<file path="src/rtl/uart_rx_pkg.sv">
// Shared types and constants for the UART receive frame controller.
// Latency: n/a (declarations only).
// Backpressure: n/a.
package uart_rx_pkg;

  localparam int PRESCALE_W   = 6;
  localparam int BIT_CNT_W    = 4;
  localparam int PRESCALE_MIN = 4;

  typedef enum logic [2:0] {
    IDLE,
    START,
    DATA,
    PARITY,
    STOP,
    ERR_CHK
  } rx_state_e;

endpackage

</file>
<file path="src/rtl/uart_rx_fsm_if.sv">
// Bundle between the UART frame controller and its sampler/checker datapath.
// Latency: n/a (wires only). Optional err_cnt when UART_RX_ERR_CNT_EN is defined.
// Backpressure: none; the serial line cannot be stalled.
interface uart_rx_fsm_if;
  import uart_rx_pkg::*;

  logic                  rx_in;
  logic [PRESCALE_W-1:0] prescale;
  logic                  par_en;
  logic                  par_err;
  logic                  strt_glitch;
  logic                  stp_err;
  logic [PRESCALE_W-1:0] edge_cnt;
  logic [BIT_CNT_W-1:0]  bit_cnt;
  logic                  dat_samp_en;
  logic                  deser_en;
  logic                  par_chk_en;
  logic                  strt_chk_en;
  logic                  stp_chk_en;
  logic                  data_valid;
`ifdef UART_RX_ERR_CNT_EN
  logic [7:0]            err_cnt;
`endif

  // Datapath / line side
  modport master (
    output rx_in, prescale, par_en, par_err, strt_glitch, stp_err,
    input  edge_cnt, bit_cnt, dat_samp_en, deser_en, par_chk_en,
           strt_chk_en, stp_chk_en, data_valid
`ifdef UART_RX_ERR_CNT_EN
           , err_cnt
`endif
  );

  // Frame controller side
  modport slave (
    input  rx_in, prescale, par_en, par_err, strt_glitch, stp_err,
    output edge_cnt, bit_cnt, dat_samp_en, deser_en, par_chk_en,
           strt_chk_en, stp_chk_en, data_valid
`ifdef UART_RX_ERR_CNT_EN
           , err_cnt
`endif
  );

endinterface

</file>
<file path="src/rtl/uart_rx_edge_bit_cnt.sv">
// Oversample edge counter and frame bit counter; edge wraps at presc-1 and bumps bit.
// Latency: counters update one clk after en; clear has priority over en.
// Backpressure: none; en simply freezes both counters.
module uart_rx_edge_bit_cnt
  import uart_rx_pkg::*;
(
  input  logic                  clk,
  input  logic                  rst,
  input  logic                  i_en,
  input  logic                  i_clr,
  input  logic [PRESCALE_W-1:0] i_presc,
  output logic [PRESCALE_W-1:0] o_edge_cnt,
  output logic [BIT_CNT_W-1:0]  o_bit_cnt,
  output logic                  o_bit_end
);

  logic [PRESCALE_W-1:0] r_edge_cnt;
  logic [BIT_CNT_W-1:0]  r_bit_cnt;
  logic                  w_bit_end;

  assign w_bit_end  = (r_edge_cnt == (i_presc - PRESCALE_W'(1)));
  assign o_edge_cnt = r_edge_cnt;
  assign o_bit_cnt  = r_bit_cnt;
  assign o_bit_end  = w_bit_end;

  // Count oversample edges; at the last edge of a bit wrap and advance the bit index
  always_ff @(posedge clk or posedge rst) begin
    if (rst) begin
      r_edge_cnt <= '0;
      r_bit_cnt  <= '0;
    end else if (i_clr) begin
      r_edge_cnt <= '0;
      r_bit_cnt  <= '0;
    end else if (i_en) begin
      if (w_bit_end) begin
        r_edge_cnt <= '0;
        r_bit_cnt  <= r_bit_cnt + BIT_CNT_W'(1);
      end else begin
        r_edge_cnt <= r_edge_cnt + PRESCALE_W'(1);
      end
    end
  end

endmodule

</file>
<file path="src/rtl/uart_rx_fsm.sv">
// UART receive frame controller: start detect, bit sequencing, one-cycle data_valid per good frame.
// Latency: data_valid presc*(DATA_WIDTH+2+par_en)+1 clks after first low rx_in; UART_RX_ERR_CNT_EN adds err_cnt.
// Backpressure: none; back-to-back frames restart directly from ERR_CHK.
module uart_rx_fsm
  import uart_rx_pkg::*;
#(
  parameter int DATA_WIDTH = 8
) (
  input logic          clk,
  input logic          rst,
  uart_rx_fsm_if.slave bus
);

  rx_state_e             r_state;
  rx_state_e             w_state_nxt;
  logic [PRESCALE_W-1:0] r_presc_q;
  logic                  r_par_en_q;
  logic                  w_load;
  logic                  w_cnt_en;
  logic                  w_cnt_clr;
  logic                  w_bit_end;
  logic [PRESCALE_W-1:0] w_edge_cnt;
  logic [BIT_CNT_W-1:0]  w_bit_cnt;
  logic                  w_samp_en;
  logic                  w_deser_en;
  logic                  w_par_chk_en;
  logic                  w_strt_chk_en;
  logic                  w_stp_chk_en;
  logic                  w_data_valid;

  // A new frame begins whenever we enter START from anywhere else
  assign w_load    = (w_state_nxt == START) && (r_state != START);
  assign w_cnt_clr = (w_state_nxt == IDLE) || w_load;
  assign w_cnt_en  = (r_state != IDLE) && (r_state != ERR_CHK);

  uart_rx_edge_bit_cnt u_cnt (
    .clk        (clk),
    .rst        (rst),
    .i_en       (w_cnt_en),
    .i_clr      (w_cnt_clr),
    .i_presc    (r_presc_q),
    .o_edge_cnt (w_edge_cnt),
    .o_bit_cnt  (w_bit_cnt),
    .o_bit_end  (w_bit_end)
  );

  // State register
  always_ff @(posedge clk or posedge rst) begin
    if (rst) r_state <= IDLE;
    else     r_state <= w_state_nxt;
  end

  // Freeze frame configuration at the start of each frame so mid-frame changes are ignored
  always_ff @(posedge clk or posedge rst) begin
    if (rst) begin
      r_presc_q  <= PRESCALE_W'(PRESCALE_MIN);
      r_par_en_q <= 1'b0;
    end else if (w_load) begin
      r_presc_q  <= bus.prescale;
      r_par_en_q <= bus.par_en;
    end
  end

  // Next-state and per-state enables
  always_comb begin
    w_state_nxt   = r_state;
    w_samp_en     = 1'b0;
    w_deser_en    = 1'b0;
    w_par_chk_en  = 1'b0;
    w_strt_chk_en = 1'b0;
    w_stp_chk_en  = 1'b0;
    w_data_valid  = 1'b0;
    case (r_state)
      IDLE: begin
        if (!bus.rx_in) w_state_nxt = START;
      end
      START: begin
        w_samp_en     = 1'b1;
        w_strt_chk_en = 1'b1;
        if (w_bit_end) w_state_nxt = bus.strt_glitch ? IDLE : DATA;
      end
      DATA: begin
        w_samp_en  = 1'b1;
        w_deser_en = 1'b1;
        if (w_bit_end && (w_bit_cnt == BIT_CNT_W'(DATA_WIDTH)))
          w_state_nxt = r_par_en_q ? PARITY : STOP;
      end
      PARITY: begin
        w_samp_en    = 1'b1;
        w_par_chk_en = 1'b1;
        if (w_bit_end) w_state_nxt = STOP;
      end
      STOP: begin
        w_samp_en    = 1'b1;
        w_stp_chk_en = 1'b1;
        if (w_bit_end) w_state_nxt = ERR_CHK;
      end
      ERR_CHK: begin
        w_data_valid = !bus.stp_err && !(r_par_en_q && bus.par_err);
        w_state_nxt  = bus.rx_in ? IDLE : START;
      end
      default: w_state_nxt = IDLE;
    endcase
  end

  assign bus.edge_cnt    = w_edge_cnt;
  assign bus.bit_cnt     = w_bit_cnt;
  assign bus.dat_samp_en = w_samp_en;
  assign bus.deser_en    = w_deser_en;
  assign bus.par_chk_en  = w_par_chk_en;
  assign bus.strt_chk_en = w_strt_chk_en;
  assign bus.stp_chk_en  = w_stp_chk_en;
  assign bus.data_valid  = w_data_valid;

`ifdef UART_RX_ERR_CNT_EN
  logic [7:0] r_err_cnt;
  logic       w_err_evt;

  assign w_err_evt = ((r_state == ERR_CHK) && (bus.stp_err || (r_par_en_q && bus.par_err))) ||
                     ((r_state == START) && w_bit_end && bus.strt_glitch);

  // Saturating count of bad frames, including aborted start bits
  always_ff @(posedge clk or posedge rst) begin
    if (rst)                              r_err_cnt <= '0;
    else if (w_err_evt && r_err_cnt != 8'hFF) r_err_cnt <= r_err_cnt + 8'd1;
  end

  assign bus.err_cnt = r_err_cnt;
`endif

endmodule

</file>
<file path="src/flat_wrapper.sv">
// flat-port wrapper written by rule: the top's interface ports become plain ports
module uart_rx_fsm_flat import uart_rx_pkg::*;
#(
  parameter int DATA_WIDTH = 8
)
  (clk, rst, bus_rx_in, bus_prescale, bus_par_en, bus_par_err, bus_strt_glitch, bus_stp_err, bus_edge_cnt, bus_bit_cnt, bus_dat_samp_en, bus_deser_en, bus_par_chk_en, bus_strt_chk_en, bus_stp_chk_en, bus_data_valid);
  uart_rx_fsm_if bus_i ();
  input logic clk;
  input logic rst;
  input wire logic [$bits(bus_i.rx_in)-1:0] bus_rx_in;
  input wire logic [$bits(bus_i.prescale)-1:0] bus_prescale;
  input wire logic [$bits(bus_i.par_en)-1:0] bus_par_en;
  input wire logic [$bits(bus_i.par_err)-1:0] bus_par_err;
  input wire logic [$bits(bus_i.strt_glitch)-1:0] bus_strt_glitch;
  input wire logic [$bits(bus_i.stp_err)-1:0] bus_stp_err;
  output wire logic [$bits(bus_i.edge_cnt)-1:0] bus_edge_cnt;
  output wire logic [$bits(bus_i.bit_cnt)-1:0] bus_bit_cnt;
  output wire logic [$bits(bus_i.dat_samp_en)-1:0] bus_dat_samp_en;
  output wire logic [$bits(bus_i.deser_en)-1:0] bus_deser_en;
  output wire logic [$bits(bus_i.par_chk_en)-1:0] bus_par_chk_en;
  output wire logic [$bits(bus_i.strt_chk_en)-1:0] bus_strt_chk_en;
  output wire logic [$bits(bus_i.stp_chk_en)-1:0] bus_stp_chk_en;
  output wire logic [$bits(bus_i.data_valid)-1:0] bus_data_valid;
  assign bus_i.rx_in = bus_rx_in;
  assign bus_i.prescale = bus_prescale;
  assign bus_i.par_en = bus_par_en;
  assign bus_i.par_err = bus_par_err;
  assign bus_i.strt_glitch = bus_strt_glitch;
  assign bus_i.stp_err = bus_stp_err;
  assign bus_edge_cnt = bus_i.edge_cnt;
  assign bus_bit_cnt = bus_i.bit_cnt;
  assign bus_dat_samp_en = bus_i.dat_samp_en;
  assign bus_deser_en = bus_i.deser_en;
  assign bus_par_chk_en = bus_i.par_chk_en;
  assign bus_strt_chk_en = bus_i.strt_chk_en;
  assign bus_stp_chk_en = bus_i.stp_chk_en;
  assign bus_data_valid = bus_i.data_valid;
  uart_rx_fsm #(.DATA_WIDTH(DATA_WIDTH)) u_core (.clk(clk), .rst(rst), .bus(bus_i));
endmodule
</file>
<file path="config.mk">
export PLATFORM = sky130hd
export DESIGN_NAME = uart_rx_fsm_flat
export DESIGN_NICKNAME = d
export VERILOG_FILES = /design/src/rtl/uart_rx_pkg.sv /design/src/rtl/uart_rx_fsm_if.sv /design/src/rtl/uart_rx_edge_bit_cnt.sv /design/src/rtl/uart_rx_fsm.sv /design/src/flat_wrapper.sv
export SDC_FILE = /design/constraint.sdc
export NUM_CORES = 1
export LEC_CHECK = 0
export CORE_MARGIN = 2
export CORE_UTILIZATION = 48
export DETAILED_ROUTE_END_ITERATION = 7
export GPL_TIMING_DRIVEN = 0
export PLACE_DENSITY_LB_ADDON = 0.15
export SYNTH_ARGS = -nofsm -noshare
export SYNTH_HDL_FRONTEND = slang
export SYNTH_SLANG_ARGS = --single-unit
</file>
<file path="constraint.sdc">
create_clock -name clk -period 2.25 [get_ports clk]
set_clock_uncertainty 0.05 [all_clocks]
set_input_delay 0.225 -clock clk [delete_from_list [all_inputs] [get_ports clk]]
set_output_delay 0.225 -clock clk [all_outputs]
set_load 0.005 [all_outputs]
</file>
## After elaboration in Yosys (flattened, before gate mapping)

Index checks and enable logic that the tools add are counted.

| storage, ports and cells | value |
|---|---|
| bits in registers | 20 |
| bits of input ports | 13 |

| cells by class | value |
|---|---|
| reduce and logical (&&, ||, !) cells | 15 |
| muxes and demuxes | 21 |
| add/subtract/negate cells | 3 |
| eq/ne operators | 10 |

Operators by type and width:

| kind | number |
|---|---|
| $mux 3 | 6 |
| $mux 6 | 3 |
| $pmux 3 s6 | 1 |
| $mux 4 | 3 |
| $mux 1 | 7 |
| $add 6x1->6 const B | 1 |
| $eq 3x1->1 const B | 2 |
| $eq 3x2->1 const B | 2 |
| $eq 3x3->1 const B | 2 |
| $eq 6x6->1 | 1 |
| $logic_not 3->1 | 2 |
| $sub 6x1->6 const B | 1 |
| $logic_and 1x1->1 | 5 |
| $add 4x1->4 const B | 1 |
| $eq 4x4->1 const B | 1 |
| $reduce_bool 2->1 | 2 |
| $reduce_or 4->1 | 1 |
| $ne 3x1->1 const B | 1 |
| $ne 3x3->1 const B | 1 |
| $reduce_bool 3->1 | 1 |
| $logic_not 1->1 | 2 |
| $mux 2 | 1 |
| $reduce_and 2->1 | 1 |
| $logic_or 1x1->1 | 1 |

## Longest topological paths before layout

| depth | value |
|---|---|
| depth in word-level cells | 10 |
| gate-level depth with buffers | 8 |
| depth with buffers taken out | 7 |

## Cells and area by module

From an unflattened synthesis, not the netlist that was laid out.

| second synthesis, totals | value |
|---|---|
| cells, all modules | 129 |
| area, all modules | 1275.0 sq um |

Modules (own cells, without submodules):

| module | times used | cells an instance | area each (sq um) |
|---|---|---|---|
| uart_rx_edge_bit_cnt | 1 | 78 | 729.4 |
| uart_rx_fsm | 1 | 51 | 545.5 |

## Worst setup path after synthesis

Ideal clock, no wire load.

| path | value |
|---|---|
| path type | reg2reg |
| start | reg u_core.r_presc_q[0] |
| end | reg u_core.u_cnt.r_bit_cnt[3] (netlist: u_core.u_cnt.o_bit_cnt[3]) |
| stages on the path, launching flop included | 8 |
| data arrival time | 1767 ps |
| setup slack | 346 ps |
| setup time | 87 ps |
| buffers on the path | 0 |
| cells stage by stage | dfrtp_1 > inv_1 > ha_1 > xnor2_1 > a211oi_1 > nand4_1 > or4_1 > o211ai_1 |

| on the way | value |
|---|---|
| longest elaborated chain between the ends | 10 |
| elaborated cells on any way between the ends | 16 |
| classes of those cells | 1 x add/sub; 2 x eq/ne; 6 x mux; 7 x reduce/logical |

RTL lines:

| what | line | RTL |
|---|---|---|
| from (decl) | uart_rx_fsm.sv:16 | `logic [PRESCALE_W-1:0] r_presc_q;` |
| from (signal assigned) | uart_rx_fsm.sv:56 | `r_presc_q <= PRESCALE_W'(PRESCALE_MIN);` |
| from (signal assigned) | uart_rx_fsm.sv:59 | `r_presc_q <= bus.prescale;` |
| $sub 6x1->6 (*) | uart_rx_edge_bit_cnt.sv:21 | `assign w_bit_end = (r_edge_cnt == (i_presc - PRESCALE_W'(1)));` |
| $eq 6x6->1 (*) | uart_rx_edge_bit_cnt.sv:21 |  |
| $logic_and 1x1->1 | uart_rx_fsm.sv:85 | `if (w_bit_end && (w_bit_cnt == BIT_CNT_W'(DATA_WIDTH)))` |
| $mux 3 | uart_rx_fsm.sv:85 |  |
| $pmux 3 s6 | uart_rx_fsm.sv:73 | `case (r_state)` |
| $eq 3x1->1 | uart_rx_fsm.sv:32 | `assign w_load = (w_state_nxt == START) && (r_state != START);` |
| $logic_and 1x1->1 | uart_rx_fsm.sv:32 |  |
| $logic_or 1x1->1 | uart_rx_fsm.sv:33 | `assign w_cnt_clr = (w_state_nxt == IDLE) \|\| w_load;` |
| $reduce_bool 2->1 (no line) | -- |  |
| $reduce_and 2->1 (no line) | -- |  |
| to (signal assigned) | uart_rx_edge_bit_cnt.sv:37 | `r_bit_cnt <= r_bit_cnt + BIT_CNT_W'(1);` |
| to (decl) | uart_rx_edge_bit_cnt.sv:18 | `logic [BIT_CNT_W-1:0] r_bit_cnt;` |

Mark *: on every way between the ends. The rest lies on a longest branch, timed or not.
A chain may end at the register's enable or synchronous reset.

## Worst setup path after layout

Same ends and word-level chain as after synthesis.

==> results.yml <==
die:
  fp.coreArea_um2: 2230
  num_rows: 17
  die_area_um2: 2810
  top_level_ports: 29
  die_w_um: 53.0
  initial_core_util: 0.516
  die_span_y_um: 53.0
critical_path:
  worst_ep_arrival_time_ns: 2.28
  critical_path.startpoint_type: "flop"
  setup.worst_path.class: "reg -> reg"
  critical_path_required_ns: 2.42
  cp-end-kind: "flop"
  cp_max_fo: 5
clock_tree:
  clock-root-buffer: "clkbuf_4"
  cts_htree_levels: 1
  clock-sinks: 20
  tritoncts: "yes"
  clkSlewWorstSetupHoldPaths_ns: 0.12
  cts_setup_buffers: 0
  clock_insertion_delay_worst_skew_ns: 0.30
  clockBufferDepth: 2
  cts_buffers: 3
  cts.hold.buffers_added: 0
yosys:
  synthesis.yosys.warnings: 0
  syn_area_um2: 1150
  synthTopCellsByArea: "dfrtp_1, mux2_2, xnor2_1"
  synthArstFlopShare: 1.00
  synth_enable_flop_cells: 0
  ys_ff_latch: 20
  synth_area_per_cell_um2: 9.85
  syn-instance-count: 117
  post_synth_num_cell_types: 33
  seq_area_frac_synth: 0.435
  synth_top_area_frac: 0.413
  ys_dominant_reg_cell: "dfrtp_1"
  yosys.area.top_type: "dfrtp_1"
  syn_nets: 134
pwr:
  internal_power_mw: 0.447
  power.share.combinational: 0.050
  clock_power_share: 0.312
  seq_power_share: 0.638
  leakagePower_nw: 0.674
  finalPower_mw: 0.564
  sw_frac_of_total: 0.208
  vdd_drop_max_mv: 0.249
  power.switching_mw: 0.117
  p_per_area_nw_per_um2: 375
global_routing:
  grt_antenna_before_repair: 0
  grt_remaining_overflow: 0
  grt_pass1_wl_um: 3830
  gr-usage-all-layers: 0.189
  first_global_vias: 919
  grt_max_degree: 21
timing:
  final.hold.worst_slack_ns: 0.300
  setup_viol: 0
  final_min_period_over_clock_period: 0.938
  report.final.hold_viol_count: 0
  relSlewSlack: 0.493
  slew_violations: 0
  min_period_ns: 2.11
  fmax_mhz: 474
  worst_slew_pin_slew_ns: 0.760
  final_critical_path_setup_slack_ns: 0.140
drt:
  vias_per_cell: 5.48
  detail_route.drc_violations: 0
  postRouteWirelength_um: 2350
  detail_route.iter0.violations: 11
  wl_per_cell_um: 13.4
  dr_total_vias: 965
  drtPass1Iterations: 4
  number_of_antenna_violating_nets_in_the_routed_design: 0
placement:
  place.detailed.hpwl_um: 1830
  port_buffers: 28
  dp_worst_setup_slack_ns: 0.0442
  placed_area_um2: 1470
  finalWeightedCongestion: 0.811
cells_and_area:
  antenna_cells_inserted: 0
  area.sequential_um2: 503
  nNetsFinal: 166
  multiInputGateArea_um2: 594
  flow.area_growth_from_synthesis_pct: 30.4
  n_fill_cell: 190
  finalCoreUtilization: 0.673
  finish.instance_area_um2: 1500
  drive_gt1_frac: 0.108
  final_cell_mix: "clkdlybuf4s50_1, dfrtp_1, nor2_1"
  final_common_cell: "clkdlybuf4s50_1"
run:
  timing.max_cap.violations: 0
min_path:
  worst_hold_path_type: "in -> async"
run_status:
  outcome: "finished, final reports clean"
==> per-stage QoR <==
| stage | TNS (ns) | instances |
|---|---|---|
| finish | 0 | 176 |
| global route | -0.00118 | 176 |
| detailed placement | 0 | 173 |
| floorplan | 0 | 117 |
| CTS | 0 | 177 |
| global placement | 0 | 173 |
==> flip-flops by register name (all words and copies together) (netlist names) <==
signal,flops
u_core.r_par_en_q,1
u_core.u_cnt.o_edge_cnt,6
u_core.r_state,3
u_core.r_presc_q,6
u_core.u_cnt.o_bit_cnt,4
==> Yosys cell counts (all sizes together), types with 2 or more instances <==
library cell and instances:
dfrtp 19, nor2 13, inv 12, xnor2 8, mux2 7, xor2 6
nand3 5, ha 4, nand2 4, nand2b 4, o211ai 4, o22ai 3
and3 2, buf 2, clkbuf 2, nand4 2, o21ai 2, or3 2
or4 2
==> power groups by stage <==
stage	Sequential (mW)	Clock, mW	Combinational, mW
global placement	0.366	0	0.0284
finish	0.359	0.176	0.0281
global route	0.360	0.203	0.0310
floorplan	0.366	0	0.00554
detailed placement	0.366	0	0.0287
CTS	0.359	0.184	0.0290
==> layer usage <==
layer  part of all wire  GRT usage  vias to the layer above
met5                  0          0                        -
met4             0.0038     0.0513                        0
met3              0.028     0.0254                        2
met2               0.52      0.344                       16
met1               0.45      0.232                      476
li1                   -          -                      471
==> critical path, stage by stage, from the launching register on <==
cell	delay, ns
dfrtp_2	0.43
inv_1	0.06
ha_1	0.30
xnor2_1	0.14
a211oi_2	0.16
nand4_1	0.25
or4_1	0.56
o211ai_1	0.10
==> worst paths after layout <==
path | from | to | slack [ns] | cells past startpoint
max | u_core.r_presc_q[0] | u_core.u_cnt.o_bit_cnt[3] | 0.14 | 7
min | rst | u_core.u_cnt.o_bit_cnt[1] | 0.30 | 2
max in group asynchronous | rst | u_core.r_presc_q[0] | 1.32 | 2
max reg2reg | u_core.r_presc_q[0] | u_core.u_cnt.o_bit_cnt[3] | 0.14 | 7
min reg2reg | u_core.u_cnt.o_edge_cnt[0] | u_core.u_cnt.o_edge_cnt[0] | 0.49 | 1
min in group clk | u_core.u_cnt.o_edge_cnt[0] | u_core.u_cnt.o_edge_cnt[0] | 0.49 | 1
==> cell families after synthesis <==
family                   Yosys count  synth area share
AO/OA/AOI/OAI                     17             0.110
XOR/XNOR                          14             0.106
adder cells (fa/ha/maj)            4            0.0434
buffers and inverters             16            0.0543
flip-flops                        20             0.435
multiplexers                       8            0.0771
AND/OR/NAND/NOR                   38             0.174
==> timing repair <==
action / 4_1_cts / 5_1_grt
pin swaps: 0 / 1
resized for setup: 2 / 5
gates cloned: 0 / 0
setup endpoints to repair: 1 / 12
==> cell type report <==
class	count	share of cell area
Buffer	3	0.0133
Tap cell	28	0.0233
Sequential cell	20	0.335
Multi-Input combinational cell	81	0.396
Timing Repair Buffer	28	0.186
Clock buffer	4	0.0175
Inverter	12	0.0300
No activity file was read; power rests on OpenSTA's default activity.
